--- src/rtl/fifo_pkg.sv ---
// fifo_pkg: shared helpers for the single-clock FIFO.
// Provides the level-counter width and an elaboration-time parameter check.
package fifo_pkg;

   // The level counter needs one extra bit so it can represent a completely full FIFO.
   function automatic int level_width(input int address_width);
      return address_width + 1;
   endfunction

   // Legal configuration: thresholds strictly ordered and within the storage depth.
   function automatic bit params_ok(input int data_width, input int address_width,
                                    input int afull_level, input int aempty_level);
      return (data_width >= 1) && (address_width >= 2) &&
             (aempty_level < afull_level) && (afull_level <= (1 << address_width));
   endfunction

endpackage

--- src/rtl/sync_fifo_if.sv ---
// sync_fifo_if: write/read handshake and status bundle of sync_fifo.
// The slave modport is the FIFO itself; master is the producer/consumer side.
interface sync_fifo_if
   import fifo_pkg::*;
#(
   parameter int DATA_WIDTH    = 8,
   parameter int ADDRESS_WIDTH = 4
);
   localparam int LW = level_width(ADDRESS_WIDTH);

   logic [DATA_WIDTH-1:0] Data_in;
   logic                  WriteEn_in;
   logic                  Full_out;
   logic                  AlmostFull_out;
   logic                  ReadEn_in;
   logic [DATA_WIDTH-1:0] Data_out;
   logic                  Empty_out;
   logic                  AlmostEmpty_out;
   logic [LW-1:0]         Level_out;
   logic                  Overflow_out;
   logic                  Underflow_out;

   modport slave (
      input  Data_in, WriteEn_in, ReadEn_in,
      output Full_out, AlmostFull_out, Data_out, Empty_out, AlmostEmpty_out,
             Level_out, Overflow_out, Underflow_out
   );

   modport master (
      output Data_in, WriteEn_in, ReadEn_in,
      input  Full_out, AlmostFull_out, Data_out, Empty_out, AlmostEmpty_out,
             Level_out, Overflow_out, Underflow_out
   );
endinterface

--- src/rtl/sync_fifo_ctrl.sv ---
// sync_fifo_ctrl: pointers, fill-level counter, registered status flags and
// sticky error bits. Every flag is derived from the next level so it changes
// on the same edge as Level_out.
module sync_fifo_ctrl
   import fifo_pkg::*;
#(
   parameter int ADDRESS_WIDTH = 4,
   parameter int AFULL_LEVEL   = (1 << ADDRESS_WIDTH) - 2,
   parameter int AEMPTY_LEVEL  = 2,
   localparam int LW           = level_width(ADDRESS_WIDTH)
) (
   input  logic                     Clk,
   input  logic                     Rst_n,
   input  logic                     Clear_in,
   input  logic                     WriteEn_in,
   input  logic                     ReadEn_in,
   output logic                     wr_acc,
   output logic                     rd_acc,
   output logic [ADDRESS_WIDTH-1:0] wr_ptr,
   output logic [ADDRESS_WIDTH-1:0] rd_ptr,
   output logic                     Full_out,
   output logic                     AlmostFull_out,
   output logic                     Empty_out,
   output logic                     AlmostEmpty_out,
   output logic [LW-1:0]            Level_out,
   output logic                     Overflow_out,
   output logic                     Underflow_out
);
   localparam int FIFO_DEPTH = 1 << ADDRESS_WIDTH;

   logic [LW-1:0] level_q;
   logic [LW-1:0] level_nxt;

   // Clear overrides both requests, so nothing is accepted in a flush cycle.
   assign wr_acc    = !Clear_in && WriteEn_in && !Full_out;
   assign rd_acc    = !Clear_in && ReadEn_in  && !Empty_out;
   assign Level_out = level_q;

   // Next fill level: moves only when exactly one side is accepted.
   always_comb begin
      level_nxt = level_q;
      case ({wr_acc, rd_acc})
         2'b10:   level_nxt = level_q + LW'(1);
         2'b01:   level_nxt = level_q - LW'(1);
         default: level_nxt = level_q;
      endcase
   end

   // Binary pointers wrap naturally at FIFO_DEPTH; clear rewinds both.
   always_ff @(posedge Clk or negedge Rst_n) begin
      if (!Rst_n) begin
         wr_ptr <= '0;
         rd_ptr <= '0;
      end else if (Clear_in) begin
         wr_ptr <= '0;
         rd_ptr <= '0;
      end else begin
         if (wr_acc) wr_ptr <= wr_ptr + ADDRESS_WIDTH'(1);
         if (rd_acc) rd_ptr <= rd_ptr + ADDRESS_WIDTH'(1);
      end
   end

   // Level and status flags, all registered from the next level.
   always_ff @(posedge Clk or negedge Rst_n) begin
      if (!Rst_n) begin
         level_q         <= '0;
         Empty_out       <= 1'b1;
         AlmostEmpty_out <= 1'b1;
         Full_out        <= 1'b0;
         AlmostFull_out  <= 1'b0;
      end else if (Clear_in) begin
         level_q         <= '0;
         Empty_out       <= 1'b1;
         AlmostEmpty_out <= 1'b1;
         Full_out        <= 1'b0;
         AlmostFull_out  <= 1'b0;
      end else begin
         level_q         <= level_nxt;
         Empty_out       <= (level_nxt == '0);
         AlmostEmpty_out <= (level_nxt <= LW'(AEMPTY_LEVEL));
         Full_out        <= (level_nxt == LW'(FIFO_DEPTH));
         AlmostFull_out  <= (level_nxt >= LW'(AFULL_LEVEL));
      end
   end

   // Sticky error bits: any rejected-by-state request latches until flush or reset.
   always_ff @(posedge Clk or negedge Rst_n) begin
      if (!Rst_n) begin
         Overflow_out  <= 1'b0;
         Underflow_out <= 1'b0;
      end else if (Clear_in) begin
         Overflow_out  <= 1'b0;
         Underflow_out <= 1'b0;
      end else begin
         if (WriteEn_in && Full_out) Overflow_out  <= 1'b1;
         if (ReadEn_in && Empty_out) Underflow_out <= 1'b1;
      end
   end

endmodule

--- src/rtl/sync_fifo.sv ---
// sync_fifo: single-clock FIFO top level (storage array and read-data path).
// Optional feature macro: SYNC_FIFO_FWFT_EN selects first-word-fall-through
// reads; undefined gives a registered read with one cycle of latency.
module sync_fifo
   import fifo_pkg::*;
#(
   parameter int DATA_WIDTH    = 8,
   parameter int ADDRESS_WIDTH = 4,
   parameter int AFULL_LEVEL   = (1 << ADDRESS_WIDTH) - 2,
   parameter int AEMPTY_LEVEL  = 2
) (
   input  logic        Clk,
   input  logic        Rst_n,
   input  logic        Clear_in,
   sync_fifo_if.slave  bus
);
   localparam int  FIFO_DEPTH = 1 << ADDRESS_WIDTH;
   localparam bit  PARAMS_OK  = params_ok(DATA_WIDTH, ADDRESS_WIDTH, AFULL_LEVEL, AEMPTY_LEVEL);

   if (!PARAMS_OK) begin : g_param_err
      $error("sync_fifo: illegal DATA_WIDTH/ADDRESS_WIDTH/AFULL_LEVEL/AEMPTY_LEVEL combination");
   end

   logic                     wr_acc;
   logic                     rd_acc;
   logic [ADDRESS_WIDTH-1:0] wr_ptr;
   logic [ADDRESS_WIDTH-1:0] rd_ptr;
   logic [DATA_WIDTH-1:0]    mem [FIFO_DEPTH];

   sync_fifo_ctrl #(
      .ADDRESS_WIDTH (ADDRESS_WIDTH),
      .AFULL_LEVEL   (AFULL_LEVEL),
      .AEMPTY_LEVEL  (AEMPTY_LEVEL)
   ) u_ctrl (
      .Clk             (Clk),
      .Rst_n           (Rst_n),
      .Clear_in        (Clear_in),
      .WriteEn_in      (bus.WriteEn_in),
      .ReadEn_in       (bus.ReadEn_in),
      .wr_acc          (wr_acc),
      .rd_acc          (rd_acc),
      .wr_ptr          (wr_ptr),
      .rd_ptr          (rd_ptr),
      .Full_out        (bus.Full_out),
      .AlmostFull_out  (bus.AlmostFull_out),
      .Empty_out       (bus.Empty_out),
      .AlmostEmpty_out (bus.AlmostEmpty_out),
      .Level_out       (bus.Level_out),
      .Overflow_out    (bus.Overflow_out),
      .Underflow_out   (bus.Underflow_out)
   );

   // Storage array: written only on an accepted write, never reset.
   always_ff @(posedge Clk) begin
      if (wr_acc) mem[wr_ptr] <= bus.Data_in;
   end

`ifdef SYNC_FIFO_FWFT_EN
   // Head word is presented combinationally; a read simply advances the pointer.
   assign bus.Data_out = mem[rd_ptr];
`else
   logic [DATA_WIDTH-1:0] data_q;

   // Registered read: capture the head word on the accepting edge, hold otherwise
   // (including through a flush).
   always_ff @(posedge Clk or negedge Rst_n) begin
      if (!Rst_n)      data_q <= '0;
      else if (rd_acc) data_q <= mem[rd_ptr];
   end

   assign bus.Data_out = data_q;
`endif

endmodule
--- src/flat_wrapper.sv ---
// flat-port wrapper written by rule: the top's interface ports become plain ports
module sync_fifo_flat import fifo_pkg::*;
#(
   parameter int DATA_WIDTH    = 8,
   parameter int ADDRESS_WIDTH = 4,
   parameter int AFULL_LEVEL   = (1 << ADDRESS_WIDTH) - 2,
   parameter int AEMPTY_LEVEL  = 2
)
  (Clk, Rst_n, Clear_in, bus_Data_in, bus_WriteEn_in, bus_ReadEn_in, bus_Full_out, bus_AlmostFull_out, bus_Data_out, bus_Empty_out, bus_AlmostEmpty_out, bus_Level_out, bus_Overflow_out, bus_Underflow_out);
  sync_fifo_if #(.DATA_WIDTH(DATA_WIDTH), .ADDRESS_WIDTH(ADDRESS_WIDTH)) bus_i ();
  input  logic Clk;
  input  logic Rst_n;
  input  logic Clear_in;
  input wire logic [$bits(bus_i.Data_in)-1:0] bus_Data_in;
  input wire logic [$bits(bus_i.WriteEn_in)-1:0] bus_WriteEn_in;
  input wire logic [$bits(bus_i.ReadEn_in)-1:0] bus_ReadEn_in;
  output wire logic [$bits(bus_i.Full_out)-1:0] bus_Full_out;
  output wire logic [$bits(bus_i.AlmostFull_out)-1:0] bus_AlmostFull_out;
  output wire logic [$bits(bus_i.Data_out)-1:0] bus_Data_out;
  output wire logic [$bits(bus_i.Empty_out)-1:0] bus_Empty_out;
  output wire logic [$bits(bus_i.AlmostEmpty_out)-1:0] bus_AlmostEmpty_out;
  output wire logic [$bits(bus_i.Level_out)-1:0] bus_Level_out;
  output wire logic [$bits(bus_i.Overflow_out)-1:0] bus_Overflow_out;
  output wire logic [$bits(bus_i.Underflow_out)-1:0] bus_Underflow_out;
  assign bus_i.Data_in = bus_Data_in;
  assign bus_i.WriteEn_in = bus_WriteEn_in;
  assign bus_i.ReadEn_in = bus_ReadEn_in;
  assign bus_Full_out = bus_i.Full_out;
  assign bus_AlmostFull_out = bus_i.AlmostFull_out;
  assign bus_Data_out = bus_i.Data_out;
  assign bus_Empty_out = bus_i.Empty_out;
  assign bus_AlmostEmpty_out = bus_i.AlmostEmpty_out;
  assign bus_Level_out = bus_i.Level_out;
  assign bus_Overflow_out = bus_i.Overflow_out;
  assign bus_Underflow_out = bus_i.Underflow_out;
  sync_fifo #(.DATA_WIDTH(DATA_WIDTH), .ADDRESS_WIDTH(ADDRESS_WIDTH), .AFULL_LEVEL(AFULL_LEVEL), .AEMPTY_LEVEL(AEMPTY_LEVEL)) u_core (.Clk(Clk), .Rst_n(Rst_n), .Clear_in(Clear_in), .bus(bus_i));
endmodule
--- config.mk ---
export PLATFORM = sky130hd
export DESIGN_NAME = sync_fifo_flat
export DESIGN_NICKNAME = d
export VERILOG_FILES = /design/src/rtl/fifo_pkg.sv /design/src/rtl/sync_fifo_if.sv /design/src/rtl/sync_fifo_ctrl.sv /design/src/rtl/sync_fifo.sv /design/src/flat_wrapper.sv
export SDC_FILE = /design/constraint.sdc
export NUM_CORES = 1
export LEC_CHECK = 0
export CAP_MARGIN = 10
export CORE_UTILIZATION = 45
export DETAILED_ROUTE_END_ITERATION = 16
export GPL_TIMING_DRIVEN = 1
export PLACE_DENSITY = 0.69
export SLEW_MARGIN = 25
export SYNTH_ARGS = -nofsm -noshare
export SYNTH_HDL_FRONTEND = slang
export SYNTH_SLANG_ARGS = --single-unit
export TNS_END_PERCENT = 50
--- constraint.sdc ---
create_clock -name Clk -period 9.65 [get_ports Clk]
set_input_delay 1.4475 -clock Clk [delete_from_list [all_inputs] [get_ports Clk]]
set_output_delay 1.4475 -clock Clk [all_outputs]
set_load 0.05 [all_outputs]
Word-level counts from Yosys, hierarchy flattened
Memory sizes are Yosys's and may differ from the RTL's. A register that Yosys moved wholly into a read port is not among the register bits.
Cells that the tools add are included.
{"block": "word_totals", "reg_bits": 19, "ram_bits": 128, "input_bits": 13, "output_inout_bits": 19, "n_memories": 1}
{"block": "op_classes", "n_eq_ne": 3, "reduce_logical": 15, "order_cmp": 2, "add_sub_neg": 4, "n_mux": 16}
{"name": "u_core.mem", "words": 16, "word_bits": 8, "read_ports": 1, "rd_clocked_by_memory_dff": 1, "wr": 1, "line": "sync_fifo.sv:28", "text": "logic [DATA_WIDTH-1:0] mem [FIFO_DEPTH];"}
{"operator": "$mux 4", "count": 4}
{"operator": "$mux 1", "count": 10}
{"operator": "$pmux 5 s2", "count": 1}
{"operator": "$add 4x1->4 const B", "count": 2}
{"operator": "$reduce_bool 2->1", "count": 4}
{"operator": "$logic_and 1x1->1", "count": 6}
{"operator": "$add 5x1->5 const B", "count": 1}
{"operator": "$eq 5x5->1 const B", "count": 1}
{"operator": "$ge 5x4->1 const B", "count": 1}
{"operator": "$le 5x2->1 const B", "count": 1}
{"operator": "$logic_not 5->1", "count": 1}
{"operator": "$mux 5", "count": 1}
{"operator": "$sub 5x1->5 const B", "count": 1}
{"operator": "$logic_not 1->1", "count": 4}
{"operator": "$eq 2x1->1 const B", "count": 1}
{"operator": "$eq 2x2->1 const B", "count": 1}

Longest topological paths before layout
{"block": "logic_depth", "depth_word": 7, "depth_mapped": 14, "ltp_nobuf": 11}

By module
A second synthesis with hierarchy kept.
{"block": "unflattened", "hier_cells": 365, "hier_area_um2": 6518.8}
{"mod": "sync_fifo", "area_per_inst_um2": 5331.4, "n_inst": 1, "cells_per_inst": 240, "seq_area_each_um2": 4043.9}
{"mod": "sync_fifo_ctrl", "area_per_inst_um2": 1187.4, "n_inst": 1, "cells_per_inst": 125, "seq_area_each_um2": 478.0}

Worst setup path after synthesis
Ideal clock, no wire load.
{"block": "synth_timing", "path_kind": "input -> register", "startpoint": "input bus_ReadEn_in", "endpoint": "register u_core.u_ctrl.AlmostEmpty_out", "slack_ps": 5559, "required_time_ps": 9561, "cell_stages": 14, "t_arrival_ps": 4002, "path_cell_list": "nor2b_1 > clkbuf_1 > nand2_1 > clkbuf_1 > inv_1 > ha_1 > buf_2 > xor2_1 > ha_1 > nor2b_1 > o32ai_1 > mux2i_1 > nand2_1 > a211oi_1"}
{"block": "synth_via", "elab_chain_cells": 6, "elab_cells_between_ends": 7, "classes_between": "order compare (1); eq/ne (2); mux (2); reduce/logical (2)"}
{"item": "start, declared", "line": "flat_wrapper.sv:16", "text": "input wire logic [$bits(bus_i.ReadEn_in)-1:0] bus_ReadEn_in;"}
{"item": "$logic_and 1x1->1 * (2 in a row)", "line": "sync_fifo_ctrl.sv:36", "text": "assign rd_acc = !Clear_in && ReadEn_in && !Empty_out;"}
{"item": "named net u_core.rd_acc", "line": "sync_fifo.sv:25", "text": "logic rd_acc;"}
{"item": "$eq 2x1->1 or $eq 2x2->1 (tied branches)", "line": "sync_fifo_ctrl.sv:42", "text": "case ({wr_acc, rd_acc})"}
{"item": "$pmux 5 s2 *", "line": "sync_fifo_ctrl.sv:42"}
{"item": "$le 5x2->1 *", "line": "sync_fifo_ctrl.sv:80", "text": "AlmostEmpty_out <= (level_nxt <= LW'(AEMPTY_LEVEL));"}
{"item": "$mux 1 *", "line": "sync_fifo_ctrl.sv:71", "text": "end else if (Clear_in) begin"}
{"item": "end signal, assigned", "line": "sync_fifo_ctrl.sv:80"}
{"item": "end, declared", "line": "sync_fifo_ctrl.sv:24", "text": "output logic AlmostEmpty_out,"}
Mark *: on every way through the listed nets, which the timed path passes. The rest lies on a longest branch.
A chain may end at the register's enable or synchronous reset.

Final worst setup path
{"block": "layout_timing", "startpoint": "input Clear_in", "endpoint": "register u_core.u_ctrl.AlmostEmpty_out"}
{"block": "layout_via", "elab_chain_cells": 7, "elab_cells_between_ends": 10, "classes_between": "order compare (1); eq/ne (2); mux (2); reduce/logical (5)"}
{"item": "start, declared", "line": "flat_wrapper.sv:13", "text": "input logic Clear_in;"}
{"item": "$logic_not 1->1 *", "line": "sync_fifo_ctrl.sv:36"}
{"item": "$logic_and 1x1->1 * (2 in a row)", "line": "sync_fifo_ctrl.sv:36"}
{"item": "named net u_core.rd_acc", "line": "sync_fifo.sv:25"}
{"item": "$eq 2x1->1 or $eq 2x2->1 (tied branches)", "line": "sync_fifo_ctrl.sv:42"}
{"item": "$pmux 5 s2 *", "line": "sync_fifo_ctrl.sv:42"}
{"item": "$le 5x2->1 *", "line": "sync_fifo_ctrl.sv:80"}
{"item": "$mux 1 *", "line": "sync_fifo_ctrl.sv:71"}
Marked as above.

==> impl_metrics.csv <==
group,metric,value,unit
status,status,"finished clean",
critical_path,crit_path_end_kind,"flop",
cts,clkSlewWorstSetupHoldPaths,60,ps
die,floorplan.core_area,13900,um2
synth,synth.area.top_cells,"edfxtp_1 60%, dfrtp_1 9.8%, mux4_2 8.5%",
timing,final-max-slew-violation-count,0,
die,initial_core_util,46.0,%
die,placementRows,43,
timing,finClkSkew,8.15,ps
power_and_ir_drop,total_leakage_power,2.50,nW
synth,synth-async-reset-ratio,17.4,%
synth,synth_simple_gate_area_share,5.89,%
synth,adder_cell_area_share_of_the_yosys_netlist,1.57,%
place,port_buffers,31,
synth,synth-compound-area-share,3.09,%
synth,postSynthAreaPerCell,18.2,um2
global_route,globalRoute.totalOverflow,0,
routing,wirelength,12.3,mm
cts,cts_tree,"yes",
routing,first_pass_iters,4,
global_route,grt.total_usage,18.7,%
finish,share_of_the_core_filled_with_cells_in_the_final_layout,53.3,%
die,fp.dieArea,14700,um2
cts,ctsRootBufferMaster,"clkbuf_16",
cts,cts_made_buffers,17,
timing,max_slew_margin,34.7,%
finish,stdcell_count,580,
critical_path,critical_path_class,"input port to flop",
place,placed_cells,548,
critical_path,worst_ep_arrival_time,5120,ps
critical_path,start_kind,"input port",
flow_run,max_cap_violations,0,
die,die-width,121,um
timing,fin_hold_ws,492,ps
synth,synth_ff_type,"edfxtp_1",
timing,grt_setup_unrepaired,"no",
synth,largest_family_of_logic_cells_by_synthesized_area,"multiplexers",
synth,syn_nets,373,
place,dpl-instance-area,6850,um2
die,chipHeight,121,um
synth,synthDominantAreaCellType,"edfxtp_1",
timing,final_critical_path_setup_slack,4870,ps
timing,worst-slew-pin-transition,980,ps
cts,cts.hold.buffers_added,0,
synth,synth-xor-area-share,1.37,%
synth,yosys.cell_types.count,40,
cts,cts_htree_levels,4,
synth,synth_area,6390,um2
timing,setup_total_negative_slack,0,ps
synth,synth_seq_cells,155,
global_route,grt_pass1_vias,3373,
finish,antenna_cells,0,
timing,setup_viol_count_final,0,
cts,max-clock-path-buffers,2,
place,dpl_worst_slack,4490,ps
cts,cts-resized-gates,0,
min_path,timing.hold.worst.class,"flop to flop",
routing,via_count,3235,
timing,hold_viol_final,0,
critical_path,worst_ep_required_time,9990,ps
finish,fraction_of_final_layout_cells_sized_beyond_drive_strength_1,16.5,%
place,globalplace.congestion,0.784,
cts,clock_insertion_delay_worst_skew,420,ps
place,detailed_place_hpwl,7.50,mm
global_route,global_route_wire_length_before_repair,19.2,mm
timing,period_needed,4780,ps
global_route,grt_start_max_net_pins,36,
timing,timing.final.crit_share,49.5,%
synth,ys_seq_area_share,70.8,%
finish,layout-area-overhead-vs-synth,15.9,%
routing,routed_wire_length_per_instance,21.3,um
power_and_ir_drop,ir_drop,0.147,mV
finish,layout.nets,408,
synth,area_share_of_the_leading_cell_type_in_the_synthesized_netlist,60.2,%
synth,synthesis.yosys.warnings,0,
cts,post-cts-setup-buffer-count,0,
routing,drt.antenna.violating_nets,0,
synth,muxShareOfSynthArea,15.2,%
routing,drt_iter0_drc,254,
routing,remaining_drc_errors,0,
power_and_ir_drop,power_density,241,nW/um2
critical_path,critPathMaxFanout,20,
synth,synth-edff-count,128,
global_route,antenna_found_initial,0,
timing,timing.fmax,209,MHz
die,io-pin-count,32,
routing,vias_per_cell,5.58,
finish,finalInstanceArea,7400,um2
synth,netlist_instances,352,
cts,cts.sinks,155,
power_and_ir_drop,fin_total_pwr,1.78,mW
## cells in the mapped netlist, types with 3 or more instances
master and number:
dfrtp_1 25, mux2i_1 13, ha_1 8, xor2_1 6, nand2_1 7, nand4_1 3, edfxtp_1 128, nor3_1 11
mux2_2 8, a221o_1 8, nor2b_1 4, and2_1 18, nor2_1 20, a21oi_1 7, xnor2_1 4, mux4_1 8
inv_1 10, nand3_1 3, clkbuf_1 10, mux4_2 24
## area by class of cell
class                      count  area, um2
inverter                      10       37.5
fill                        1134       6480
clock inverter                14        129
multi-input combinational    170       1730
clock buffer                  18        429
sequential                   155       4520
timing repair buffer          33        325
tap                          180        225
## state kept, by name, summed over array words and instances (netlist names)
register and count:
u_core.mem 128, u_core.bus.Data_out 8, u_core.u_ctrl.Level_out 5, u_core.u_ctrl.rd_ptr 4
u_core.u_ctrl.wr_ptr 4, u_core.u_ctrl.AlmostEmpty_out 1, u_core.u_ctrl.AlmostFull_out 1, u_core.u_ctrl.Empty_out 1
u_core.u_ctrl.Full_out 1, u_core.u_ctrl.Overflow_out 1, u_core.u_ctrl.Underflow_out 1
## per-layer routing
layer / global-route usage, % / routed length [um] / share of wire (%) / up-vias
li1: - / - / - / 1463
met1: 22.6 / 5030 / 41 / 1677
met2: 31.9 / 6580 / 53 / 79
met3: 4.46 / 513 / 4.2 / 16
met4: 8.64 / 229 / 1.9 / 0
met5: 0 / 0 / 0 / -
## worst paths after layout
| kind | from | end | slack, ps | cells past startpoint |
|---|---|---|---|---|
| worst max register to register | u_core.u_ctrl.Empty_out$_DFF_PN1_ | u_core.u_ctrl.AlmostEmpty_out$_DFF_PN1_ | 6330 | 11 |
| worst max-delay path | Clear_in | u_core.u_ctrl.AlmostEmpty_out$_DFF_PN1_ | 4870 | 12 |
| worst min-delay path | u_core.u_ctrl.Underflow_out$_DFFE_PN0P_ | u_core.u_ctrl.Underflow_out$_DFFE_PN0P_ | 490 | 2 |
| min in group asynchronous | Rst_n | u_core.u_ctrl.Level_out[1]$_DFF_PN0_ | 1410 | 2 |
| max in group asynchronous | Rst_n | u_core.u_ctrl.AlmostEmpty_out$_DFF_PN1_ | 7940 | 2 |
| worst min register to register | u_core.u_ctrl.Underflow_out$_DFFE_PN0P_ | u_core.u_ctrl.Underflow_out$_DFFE_PN0P_ | 490 | 2 |
## cell families (layout without fill, tap and decap cells)
| family | Yosys count | in the layout |
|---|---|---|
| flip-flops | 155 | 155 |
| AO/OA/AOI/OAI | 26 | 26 |
| buffers and inverters | 27 | 75 |
| AND/OR/NAND/NOR | 73 | 73 |
| multiplexers | 53 | 53 |
| XOR/XNOR | 10 | 10 |
| adder cells (fa/ha/maj) | 8 | 8 |
## critical path, cell delays in order
cell and delay, ps:
clkdlybuf4s50_1 900, inv_1 220, nand2_1 510, inv_1 150, ha_1 330, xor2_1 190
ha_1 230, nor2b_1 140, o32ai_1 310, mux2i_1 290, nand2_1 140, a211oi_1 230
## cells in the final DEF, fill, tap and decap left out, drive strengths merged, types with 3 or more instances in the layout
master         count
ha                 8
a21oi              7
nand3              3
and2              18
xnor2              4
xor2               6
mux4              32
nand4              3
nor3              11
clkdlybuf4s50     31
dfrtp             25
clkinv             9
nand2              7
nor2              20
nor2b              4
mux2               8
mux2i             13
inv               11
edfxtp           128
clkbuf            18
a221o              8
## power by group
group | leakage [nW] | total [mW] | internal [mW] | switching, mW
registers | 1.50 | 0.802 | 0.766 | 0.0363
clock network | 0.272 | 0.633 | 0.376 | 0.257
logic | 0.725 | 0.349 | 0.145 | 0.205
Power figures use the tool's default switching activity.
